File: config.mk
export PLATFORM = sky130hd
export DESIGN_NAME = frame_receiver_p
export DESIGN_NICKNAME = d
export VERILOG_FILES = /design/src/rtl/frame_receiver_p.sv
export SDC_FILE = /design/constraint.sdc
export NUM_CORES = 1
export LEC_CHECK = 0
export ABC_CLOCK_PERIOD_IN_PS = 4100
export CAP_MARGIN = 20
export CELL_PAD_IN_SITES_DETAIL_PLACEMENT = 1
export CELL_PAD_IN_SITES_GLOBAL_PLACEMENT = 1
export CORE_AREA = 2 2 125 127
export CTS_BUF_LIST = sky130_fd_sc_hd__clkbuf_16
export CTS_CLUSTER_SIZE = 30
export DETAILED_ROUTE_END_ITERATION = 8
export DIE_AREA = 0 0 127 129
export HOLD_SLACK_MARGIN = 0.05
export PLACE_DENSITY_LB_ADDON = 0.25
export RECOVER_POWER = 100
export SLEW_MARGIN = 25
export SYNTH_ARGS = -nofsm -noshare
export SYNTH_HDL_FRONTEND = slang
export SYNTH_SLANG_ARGS = --single-unit
File: constraint.sdc
create_clock -name clk -period 4.1 [get_ports clk]
set_input_delay 0.41 -clock clk [delete_from_list [all_inputs] [get_ports clk]]
set_output_delay 0.41 -clock clk [all_outputs]
set_load 0.02 [all_outputs]
File: src/rtl/frame_receiver_p.sv
// frame_receiver_p: preamble hunter, SIGNAL field capture and x^7+x^4+1 data descrambler.
// Define RX_PARITY_CHECK_EN to abort frames whose SIGNAL parity fails.
module frame_receiver_p #(
  parameter int PRE_LEN = 12,
  parameter int LEN_W = 12,
  parameter int SIG_BITS = 24,
  parameter int HDR_BYTES = 5,
  parameter logic [6:0] SEED = 7'h7F
) (
  input  logic clk,
  input  logic reset,
  input  logic x,
  input  logic x_valid,
  input  logic [2:0] num_pads,
  output logic y,
  output logic y_valid,
  output logic sof,
  output logic eof,
  output logic [LEN_W-1:0] length,
  output logic [3:0] rate,
  output logic parity_err,
  output logic busy
);
  localparam int CW = LEN_W + 4;
  typedef enum logic [1:0] {HUNT, SIGNAL, DATA} state_t;
  state_t state, state_n;
  logic [PRE_LEN-1:0] pre, pre_n;
  logic [CW-1:0] bcnt, end_m1, frame_end;
  logic [6:0] s;
  logic fb, sig_last, short_frame, par_bad, eof_n;
  assign pre_n = {pre[PRE_LEN-2:0], x};
  assign fb = s[6] ^ s[3];
  assign sig_last = bcnt == CW'(SIG_BITS - 1);
  assign frame_end = (CW'(length) + CW'(HDR_BYTES) + CW'(num_pads)) << 3;
  assign short_frame = frame_end <= CW'(SIG_BITS);
  assign busy = state != HUNT;
`ifdef RX_PARITY_CHECK_EN
  logic par;
  always_ff @(posedge clk)
    if (reset || state != SIGNAL) par <= 1'b0;
    else if (x_valid) par <= par ^ x;
  assign par_bad = state == SIGNAL && bcnt == CW'(5 + LEN_W) && (par ^ x);
`else
  assign par_bad = 1'b0;
`endif
  always_comb begin
    state_n = state;
    eof_n = 1'b0;
    if (x_valid) begin
      if (state == HUNT) state_n = &pre_n ? SIGNAL : HUNT;
      else if (state == SIGNAL) state_n = (par_bad || (sig_last && short_frame)) ? HUNT : sig_last ? DATA : SIGNAL;
      else state_n = bcnt == end_m1 ? HUNT : DATA;
      eof_n = (state == SIGNAL && sig_last && short_frame && !par_bad) || (state == DATA && bcnt == end_m1);
    end
  end
  always_ff @(posedge clk) begin
    if (reset) begin
      state <= HUNT;
      pre <= '0;
      bcnt <= '0;
      end_m1 <= '0;
      s <= SEED;
      length <= '0;
      rate <= '0;
      y <= 1'b0;
      y_valid <= 1'b0;
      sof <= 1'b0;
      eof <= 1'b0;
      parity_err <= 1'b0;
    end else begin
      state <= state_n;
      y_valid <= x_valid && state != HUNT;
      y <= x_valid && state != HUNT && (state == DATA ? x ^ fb : x);
      sof <= x_valid && state == SIGNAL && bcnt == '0;
      eof <= eof_n;
      parity_err <= x_valid && par_bad;
      if (x_valid) begin
        if (state == HUNT) begin
          // cleared on lock so the register is already empty when the frame ends
          pre <= &pre_n ? '0 : pre_n;
          bcnt <= '0;
        end else begin
          bcnt <= bcnt + CW'(1);
          if (state == SIGNAL) begin
            if (bcnt < CW'(4)) rate <= {rate[2:0], x};
            if (bcnt >= CW'(5) && bcnt < CW'(5 + LEN_W)) length <= {length[LEN_W-2:0], x};
            if (sig_last) begin
              s <= SEED;
              end_m1 <= frame_end - CW'(1);
            end
          end else s <= {s[5:0], fb};
        end
      end
    end
  end
endmodule

==> results.sh, run 1 <==
export IMPL_run_status="finished with violations"
export IMPL_violations="max-capacitance violations, max-slew violations"
export IMPL_clk_path_buf_depth=2
export IMPL_h_tree_depth=3
export IMPL_yosysTopAreaCellShare_pct=38.24
export IMPL_synth_edf_count=0
export IMPL_postLayoutCoreUtil_pct=28.92
export IMPL_cts_tree="built"
export IMPL_max_slew_margin_pct=-39.05
export IMPL_vdd_drop_max_mv=0.1832
export IMPL_grt_pass1_vias=3005
export IMPL_initial_core_util_pct=24.47
export IMPL_dieArea_sq_um=16380
export IMPL_maxCapViolCount=1
export IMPL_rsz0062_at_grt="false"
export IMPL_finalNonFillerCells=629
export IMPL_drt_first_iter_violations=142
export IMPL_finalSetupViolCount=0
export IMPL_portBuffers=27
export IMPL_area_growth_pct=18.20
export IMPL_avgViaCountPerCell=4.803
export IMPL_clk_latency_ns=0.33
export IMPL_core_sq_um=14980
export IMPL_post_synth_top_count_cell="dfxtp_1"
export IMPL_post_cts_buffers=0
export IMPL_layout_drive_gt1_share_pct=4.762
export IMPL_ys_seq_elements=70
export IMPL_finalSetupTns_ns=0
export IMPL_fin_area_sq_um=4332
export IMPL_hold_buffers=0
export IMPL_die_y_um=129
export IMPL_cp_cell_sequence="dlygate4sd3_1, ha_1, ha_1, inv_1, fa_1, nor2b_1, o21ai_1, a21oi_1, o21ai_0, or4_1, a21oi_1"
export IMPL_final_hold_violation_count=0
export IMPL_dr_max_layer_used="met4"
export IMPL_cts_resized=0
export IMPL_place_area_sq_um=4051
export IMPL_synth_top_area_cell="dfxtp_1"
export IMPL_route_met3_wl_um=219
export IMPL_p_leak_nw=1.736
export IMPL_ant_nets=0
export IMPL_clk_pin_slew_ns=0.06
export IMPL_slowest_stage="or4_1"
export IMPL_fmax_mhz=294.3
export IMPL_chipWidth_um=127
export IMPL_grt_pass1_wl_mm=15.52
export IMPL_avgSynthCellArea_sq_um=8.603
export IMPL_startpoint_type="input port"
export IMPL_drcViolationCount=0
export IMPL_cts_buffers=9
export IMPL_worst_slack_ns=0.7023
export IMPL_fin_crit_ns=3.398
export IMPL_synthFlopType="dfxtp_1"
export IMPL_crit_fanout=8
export IMPL_grt_max_degree=52
export IMPL_wire_per_inst_um=14.66
export IMPL_cts_root_buf="clkbuf_16"
export IMPL_synth_area_leaders="dfxtp_1 (38%), nor2_1 (5.1%), mux2i_1 (4.9%), xnor2_1 (4.8%), xor2_1 (4.5%)"
export IMPL_arrival_ns=3.65
export IMPL_holdWs_ns=0.4657
export IMPL_antenna_found_initial=0
export IMPL_cts_sinks=70
export IMPL_placedCellCount=613
export IMPL_row_count=45
export IMPL_nNetsFinal=455
export IMPL_critPathRequiredTime_ns=4.36
export IMPL_met1_length_mm=4.677
export IMPL_final_max_slew_violation_count=52
export IMPL_wl_met2_mm=4.212
export IMPL_synthArstFlopShare_pct=0
export IMPL_dr_pass1_iters=4
export IMPL_yosys_warnings=0
export IMPL_routed_via_count=3021
export IMPL_syn_area_sq_um=3665
export IMPL_path_class="input port to flop"
export IMPL_period_share_pct=82.87
export IMPL_synth_common_cells="dfxtp_1 (70), nor2_1 (50), nand2_1 (21)"
export IMPL_diodes=0
export IMPL_holdCritPathClass="flop to flop"
export IMPL_place_ws_ns=0.6281
export IMPL_p_per_area_nw_per_um2=354.8
export IMPL_total_power_mw=1.537
export IMPL_critPathCaptureType="flop"
export IMPL_critPathMaxStageDelay_ns=0.56
export IMPL_ys_types=57
export IMPL_gp_congestion=0.7681
export IMPL_tightestPinTransition_ns=2.086
export IMPL_hpwlAfterDp_mm=6.621
export IMPL_synth_nets=445
export IMPL_ios=29
export IMPL_finalWirelength_mm=9.223
export IMPL_seq_area_frac_synth_pct=38.24
export IMPL_skew_ns=0.007144
export IMPL_grt_usage_pct=11.77
export IMPL_syn_inst=426
export IMPL_grt_overflow=0
==> cell usage in the layout, fill, tap and decap left out, types with 3 or more instances in the layout <==
master            n
xor2_1           19
a21oi_1          19
nand2b_1          9
o21ai_0           8
and4_1            3
ha_1             11
xnor2_1          20
nor2_1           50
a21o_1            6
clkbuf_16         9
a31oi_1           3
nand4_1          13
and3_1            8
or3_1             4
nand3b_1          3
dfxtp_1          70
clkdlybuf4s50_1   3
nand3_1          13
nor3b_1           4
nand2_1          21
dlygate4sd3_1    23
nor3_1           18
inv_1            17
o22ai_1           6
a22o_1           11
o21a_1            3
clkbuf_1          3
nor4_1            6
mux2i_1          18
==> cells by family after synthesis <==
group | after synthesis | synth area share [%]
buffers and inverters | 47 | 5.258
flip-flops | 70 | 38.24
multiplexers | 18 | 4.916
XOR/XNOR | 40 | 9.765
AO/OA/AOI/OAI | 78 | 14.95
AND/OR/NAND/NOR | 160 | 22.47
adder cells (fa/ha/maj) | 12 | 4.302
other | 1 | 0.1023
==> where the power goes <==
group          total (mW)  internal, mW  switching [mW]
registers           0.684         0.682         0.00179
logic              0.0669        0.0238          0.0431
clock network       0.786         0.472           0.314
==> per-layer routing <==
layer	GRT usage (%)	vias up
li1	-	1525
met1	15.80	1457
met2	19.04	31
met3	2.578	8
met4	3.491	0
met5	0	-
==> layout make-up <==
class | instances | area, sq um
flip-flops and latches | 70 | 1401
inverters | 17 | 63.81
fillers | 1801 | 10650
well taps | 188 | 235.2
clock buffers | 9 | 225.2
multi-input cells | 309 | 2062
clock inverters | 7 | 72.57
repair buffers | 29 | 271.5
==> worst max-delay path, delay by kind of cell <==
family / cells / cell delay (ns)
buffers and inverters: 2 / 0.60
AO/OA/AOI/OAI: 4 / 0.77
adder cells (fa/ha/maj): 3 / 0.89
AND/OR/NAND/NOR: 2 / 0.99
==> flip-flops by register name, indices dropped and copies added, names as in the netlist <==
name,flops
eof,1
y,1
s,7
end_m1,14
pre,11
bcnt,16
sof,1
length,12
y_valid,1
rate,4
state,2
==> final timing paths <==
path | startpoint | cells after the start | slack [ns] | end
setup / recovery | num_pads[1] | 11 | 0.70 | eof
hold / removal | end_m1[3] | 2 | 0.47 | end_m1[3]
setup reg to reg | length[0] | 12 | 0.96 | eof
hold reg to reg | end_m1[3] | 2 | 0.47 | end_m1[3]
Power figures use the tool's default switching activity.
==> inputs of run 2 (changes only) <==
- ABC_CLOCK_PERIOD_IN_PS: 4100 -> 2700
- clock period: 4.1 -> 2.7 ns (I/O delays scaled with it)
==> results.sh, run 2 (synthesized netlist as in run 1, its figures left out) <==
export IMPL_p_leak_nw=1.971
export IMPL_switchingPower_mw=0.5820
export IMPL_p_clk_share_pct=52.9
export IMPL_clk_path_buf_depth=2
export IMPL_grt_overflow=0
export IMPL_power_frac_seq_pct=41.4
export IMPL_run_status="finished clean"
export IMPL_cts_sinks=70
export IMPL_seqCellArea_sq_um=1404
export IMPL_drcViolationCount=0
export IMPL_chipWidth_um=127
export IMPL_antenna_found_initial=0
export IMPL_final_common_cell="dfxtp_1"
export IMPL_hold_end="end_m1[4]"
export IMPL_power_frac_comb_pct=5.7
export IMPL_die_y_um=129
export IMPL_multiInputGateArea_sq_um=2182
export IMPL_path_class="flop to flop"
export IMPL_postLayoutCoreUtil_pct=31.95
export IMPL_largest_reg_flops=16
export IMPL_routed_via_count=3204
export IMPL_area_growth_pct=30.59
export IMPL_initial_core_util_pct=24.47
export IMPL_nNetsFinal=494
export IMPL_period_share_pct=97.14
export IMPL_tightestPinTransition_ns=0.8714
export IMPL_vdd_drop_max_mv=0.3110
export IMPL_drt_first_iter_violations=109
export IMPL_row_count=45
export IMPL_hold_start="reset"
export IMPL_crit_fanout=3
export IMPL_critPathRequiredTime_ns=2.98
export IMPL_max_slew_margin_pct=41.91
export IMPL_avgViaCountPerCell=4.796
export IMPL_grt_usage_pct=12.77
export IMPL_hold_buffers=0
export IMPL_critPathCaptureType="flop"
export IMPL_dieArea_sq_um=16380
export IMPL_holdWs_ns=0.3589
export IMPL_arrival_ns=2.90
export IMPL_finalWirelength_mm=10.03
export IMPL_cts_buffers=9
export IMPL_grt_pass1_vias=3194
export IMPL_portBuffers=27
export IMPL_clk_pin_slew_ns=0.06
export IMPL_final_max_slew_violation_count=0
export IMPL_p_per_area_nw_per_um2=523.4
export IMPL_startpoint_type="flop"
export IMPL_ios=29
export IMPL_r2r_end="eof"
export IMPL_final_cell_mix="dfxtp_1 (68), nor2_1 (50), buf_4 (39)"
export IMPL_regMostFlops="bcnt"
export IMPL_reg2reg_depth=9
export IMPL_wire_per_inst_um=15.01
export IMPL_maxCapViolCount=0
export IMPL_core_sq_um=14980
export IMPL_hpwlAfterDp_mm=7.382
export IMPL_reg_top3="bcnt: 16 flops, end_m1: 14 flops, length: 12 flops"
export IMPL_h_tree_depth=3
export IMPL_final_hold_violation_count=0
export IMPL_layout_drive_gt1_share_pct=17.92
export IMPL_diodes=0
export IMPL_num_fill_cells=1770
export IMPL_clk_latency_ns=0.34
export IMPL_fmax_mhz=381.3
export IMPL_dr_pass1_iters=4
export IMPL_r2r_slack_ns=0.08
export IMPL_fin_crit_ns=2.623
export IMPL_holdCritPathClass="input port to flop"
export IMPL_cts_root_buf="clkbuf_16"
export IMPL_finalSetupViolCount=0
export IMPL_ant_nets=0
export IMPL_switching_share_pct=23.24
export IMPL_rsz0062_at_grt="true"
export IMPL_skew_ns=0.008452
export IMPL_cts_tree="built"
export IMPL_rr_startpoint="length[1]"
export IMPL_hold_depth=2
export IMPL_gp_congestion=0.7943
export IMPL_grt_pass1_wl_mm=16.52
export IMPL_grt_max_degree=28
export IMPL_p_int_mw=1.923
[run 2: cell count changes in the layout (fill, tap and decap cells not counted), sizes merged, moves of 2 or more]
cell          delta
dlymetal6s2s     +2
clkinv           -2
inv              +2
buf             +40
[run 2: worst max-delay path by stage]
| stage | depth (start not counted) | endpoint | slack, ns | startpoint |
|---|---|---|---|---|
| 6_report | 9 | eof | 0.08 | length[1] |
| 5_1_grt | 9 | eof | -0.02 | length[1] |
| 3_5_place_dp | 12 | eof | -0.43 | num_pads[0] |
| 2_1_floorplan | 12 | eof | 0.02 | length[0] |
| 3_3_place_gp | 12 | eof | -0.34 | num_pads[0] |
| 4_1_cts | 12 | eof | 0.004 | num_pads[0] |
[run 2: area by class of cell]
class | instances | area share, %
tap | 188 | 4.915
timing repair buffer | 68 | 11.92
clock inverter | 7 | 2.196
inverter | 17 | 1.333
clock buffer | 9 | 4.706
sequential | 70 | 29.33
multi-input combinational | 309 | 45.59
[run 2: timing repair]
action,CTS,global route
setup buffers,0,1
gates resized for setup,1,27
pin swaps,0,14
gates cloned,0,0
setup endpoints to repair,2,9
[run 2: critical path: stages (launching register included)]
cell	delay (ns)
dfxtp_2	0.34
ha_4	0.27
ha_4	0.12
inv_2	0.04
fa_2	0.42
xor2_2	0.21
o311ai_2	0.15
or3_4	0.39
or4_4	0.48
a21oi_2	0.13
[run 2: layer usage]
layer  share of wire, %  up-vias  wire (um)  GRT usage (%)
met5                  0        -          0              0
met4                1.7        0        172          4.266
met1                 48     1546       4849          16.50
met2                 47       40       4686          20.90
met3                3.2       13        318          3.243
li1                   -     1605          -              -
[run 2: power groups by stage]
stage,Combinational [mW],Sequential (mW),Clock (mW)
3_5_place_dp,0.127,1.06,0
4_1_cts,0.128,1.04,1.37
5_1_grt,0.157,1.04,1.41
2_1_floorplan,0.0738,1.06,0
3_3_place_gp,0.126,1.06,0
6_report,0.142,1.04,1.32
[run 2: metrics by stage]
step	setup TNS [ns]	worst slack, ns	cell area (sq um)	power, mW	cells
floorplan	0	0.01592	3665	1.134	426
global placement	-2.731	-0.3396	4337	1.187	651
detailed placement	-3.579	-0.4325	4337	1.188	651
CTS	0	0.003817	4669	2.535	667
global route	-0.02245	-0.02245	4786	2.604	668
finish	0	0.07719	4786	2.505	668
==> inputs of run 3 (changes only) <==
- ABC_CLOCK_PERIOD_IN_PS: 2700 -> default
- DONT_BUFFER_PORTS: default -> 1
==> results.sh, run 3 (synthesized netlist as in run 1, its figures left out) <==
export IMPL_holdWs_ns=0.07370
export IMPL_clk_latency_ns=0.34
export IMPL_grt_overflow=0
export IMPL_finalSetupTns_ns=0
export IMPL_chipWidth_um=127
export IMPL_critPathMaxStageDelay_ns=0.39
export IMPL_wire_per_inst_um=15.56
export IMPL_portBuffers=0
export IMPL_core_sq_um=14980
export IMPL_final_hold_violation_count=0
export IMPL_h_tree_depth=3
export IMPL_finalWirelength_mm=9.758
export IMPL_critPathRequiredTime_ns=2.93
export IMPL_path_class="flop to flop"
export IMPL_diodes=0
export IMPL_period_share_pct=95.06
export IMPL_total_power_mw=2.418
export IMPL_post_cts_buffers=0
export IMPL_num_fill_cells=1768
export IMPL_fmax_mhz=389.6
export IMPL_crit_buf_inv=1
export IMPL_layout_drive_gt1_share_pct=9.567
export IMPL_grt_pass1_wl_mm=16.77
export IMPL_nNetsFinal=453
export IMPL_die_y_um=129
export IMPL_holdCritPathClass="input port to flop"
export IMPL_gp_congestion=0.7797
export IMPL_drt_first_iter_violations=85
export IMPL_avgViaCountPerCell=4.825
export IMPL_grt_usage_pct=12.95
export IMPL_initial_core_util_pct=24.47
export IMPL_place_ws_ns=-0.01962
export IMPL_cts_buffers=9
export IMPL_hpwlAfterDp_mm=7.105
export IMPL_arrival_ns=2.79
export IMPL_clk_path_buf_depth=2
export IMPL_regMostFlops="bcnt"
export IMPL_area_growth_pct=17.24
export IMPL_grt_max_degree=35
export IMPL_ant_nets=0
export IMPL_final_max_slew_violation_count=0
export IMPL_drcViolationCount=0
export IMPL_finalNonFillerCells=627
export IMPL_ios=29
export IMPL_run_status="finished clean"
export IMPL_crit_cells=10
export IMPL_cp_common_cell="ha_1"
export IMPL_final_cell_mix="dfxtp_1 (70), nor2_1 (50), nand2_1 (21)"
export IMPL_antenna_found_initial=0
export IMPL_cts_sinks=70
export IMPL_cts_root_buf="clkbuf_16"
export IMPL_reg_top3="bcnt: 16 flops, end_m1: 14 flops, length: 12 flops"
export IMPL_hold_depth=1
export IMPL_dr_pass1_iters=6
export IMPL_skew_ns=0.004584
export IMPL_final_common_cell="dfxtp_1"
export IMPL_tightestPinTransition_ns=0.8584
export IMPL_dieArea_sq_um=16380
export IMPL_slowest_stage="fa_2"
export IMPL_largest_reg_flops=16
export IMPL_maxCapViolCount=0
export IMPL_p_per_area_nw_per_um2=562.9
export IMPL_fin_crit_ns=2.567
export IMPL_critPathCaptureType="flop"
export IMPL_startpoint_type="flop"
export IMPL_vdd_drop_max_mv=0.2940
export IMPL_reg2reg_depth=10
export IMPL_clk_pin_slew_ns=0.06
export IMPL_grt_pass1_vias=3203
export IMPL_p_leak_nw=1.682
export IMPL_max_slew_margin_pct=42.78
export IMPL_worst_slack_ns=0.1333
export IMPL_row_count=45
export IMPL_crit_family="adder cells"
export IMPL_cp_cell_sequence="ha_1, ha_1, inv_1, fa_2, xor2_2, and3_1, mux2i_1, o31ai_2, nor4b_1, a211o_1"
export IMPL_crit_fanout=3
export IMPL_placedCellCount=608
export IMPL_finalSetupViolCount=0
export IMPL_routed_via_count=3025
export IMPL_cts_tree="built"
## run 3: cell count changes in the layout (fill, tap and decap cells not counted), sizes merged
cell	before	now
dlygate4sd3	22	2
clkinvlp	1	0
clkdlybuf4s50	2	0
clkinv	1	4
dlymetal6s2s	2	0
buf	40	15
inv	20	18
clkbuf	11	19
## run 3: area by class of cell
class | instances | area, sq um | area share (%)
multi-input combinational | 309 | 2101 | 48.89
sequential | 70 | 1401 | 32.61
tap | 188 | 235.2 | 5.475
clock buffer | 9 | 225.2 | 5.242
timing repair buffer | 27 | 182.7 | 4.252
clock inverter | 7 | 87.58 | 2.038
inverter | 17 | 63.81 | 1.485
## run 3: final timing paths
check,startpoint,end,slack [ns]
worst max-delay path,length[1],end_m1[9],0.13
worst min register to register,s[5],s[5],0.48
worst min-delay path,reset,end_m1[14],0.07
worst max register to register,length[1],end_m1[9],0.13
## run 3: through the flow
step,instance area (sq um),util [%]
finish,4297,28.69
global route,4297,28.69
CTS,4297,28.69
detailed placement,3951,26.38
global placement,3951,26.38
floorplan,3665,-
## run 3: timing repair
action,CTS,global route
cloned,0,0
endpoints found under the hold margin,34,1
hold buffers,2,1
gates resized for setup,1,8
endpoints found under the setup margin,1,9
## run 3: metal layers
metal | global-route usage [%] | vias up | part of all wire (%)
met4 | 3.103 | 0 | 0.90
met5 | 0 | - | 0
met1 | 16.35 | 1462 | 49
met3 | 4.407 | 6 | 4.2
met2 | 21.41 | 41 | 46
li1 | - | 1516 | -
## run 3: where the power goes
part | switching (mW) | leakage (nW) | internal [mW]
clock network | 0.472 | 0.157 | 0.804
logic | 0.0613 | 0.961 | 0.0426
registers | 0.00288 | 0.564 | 1.04
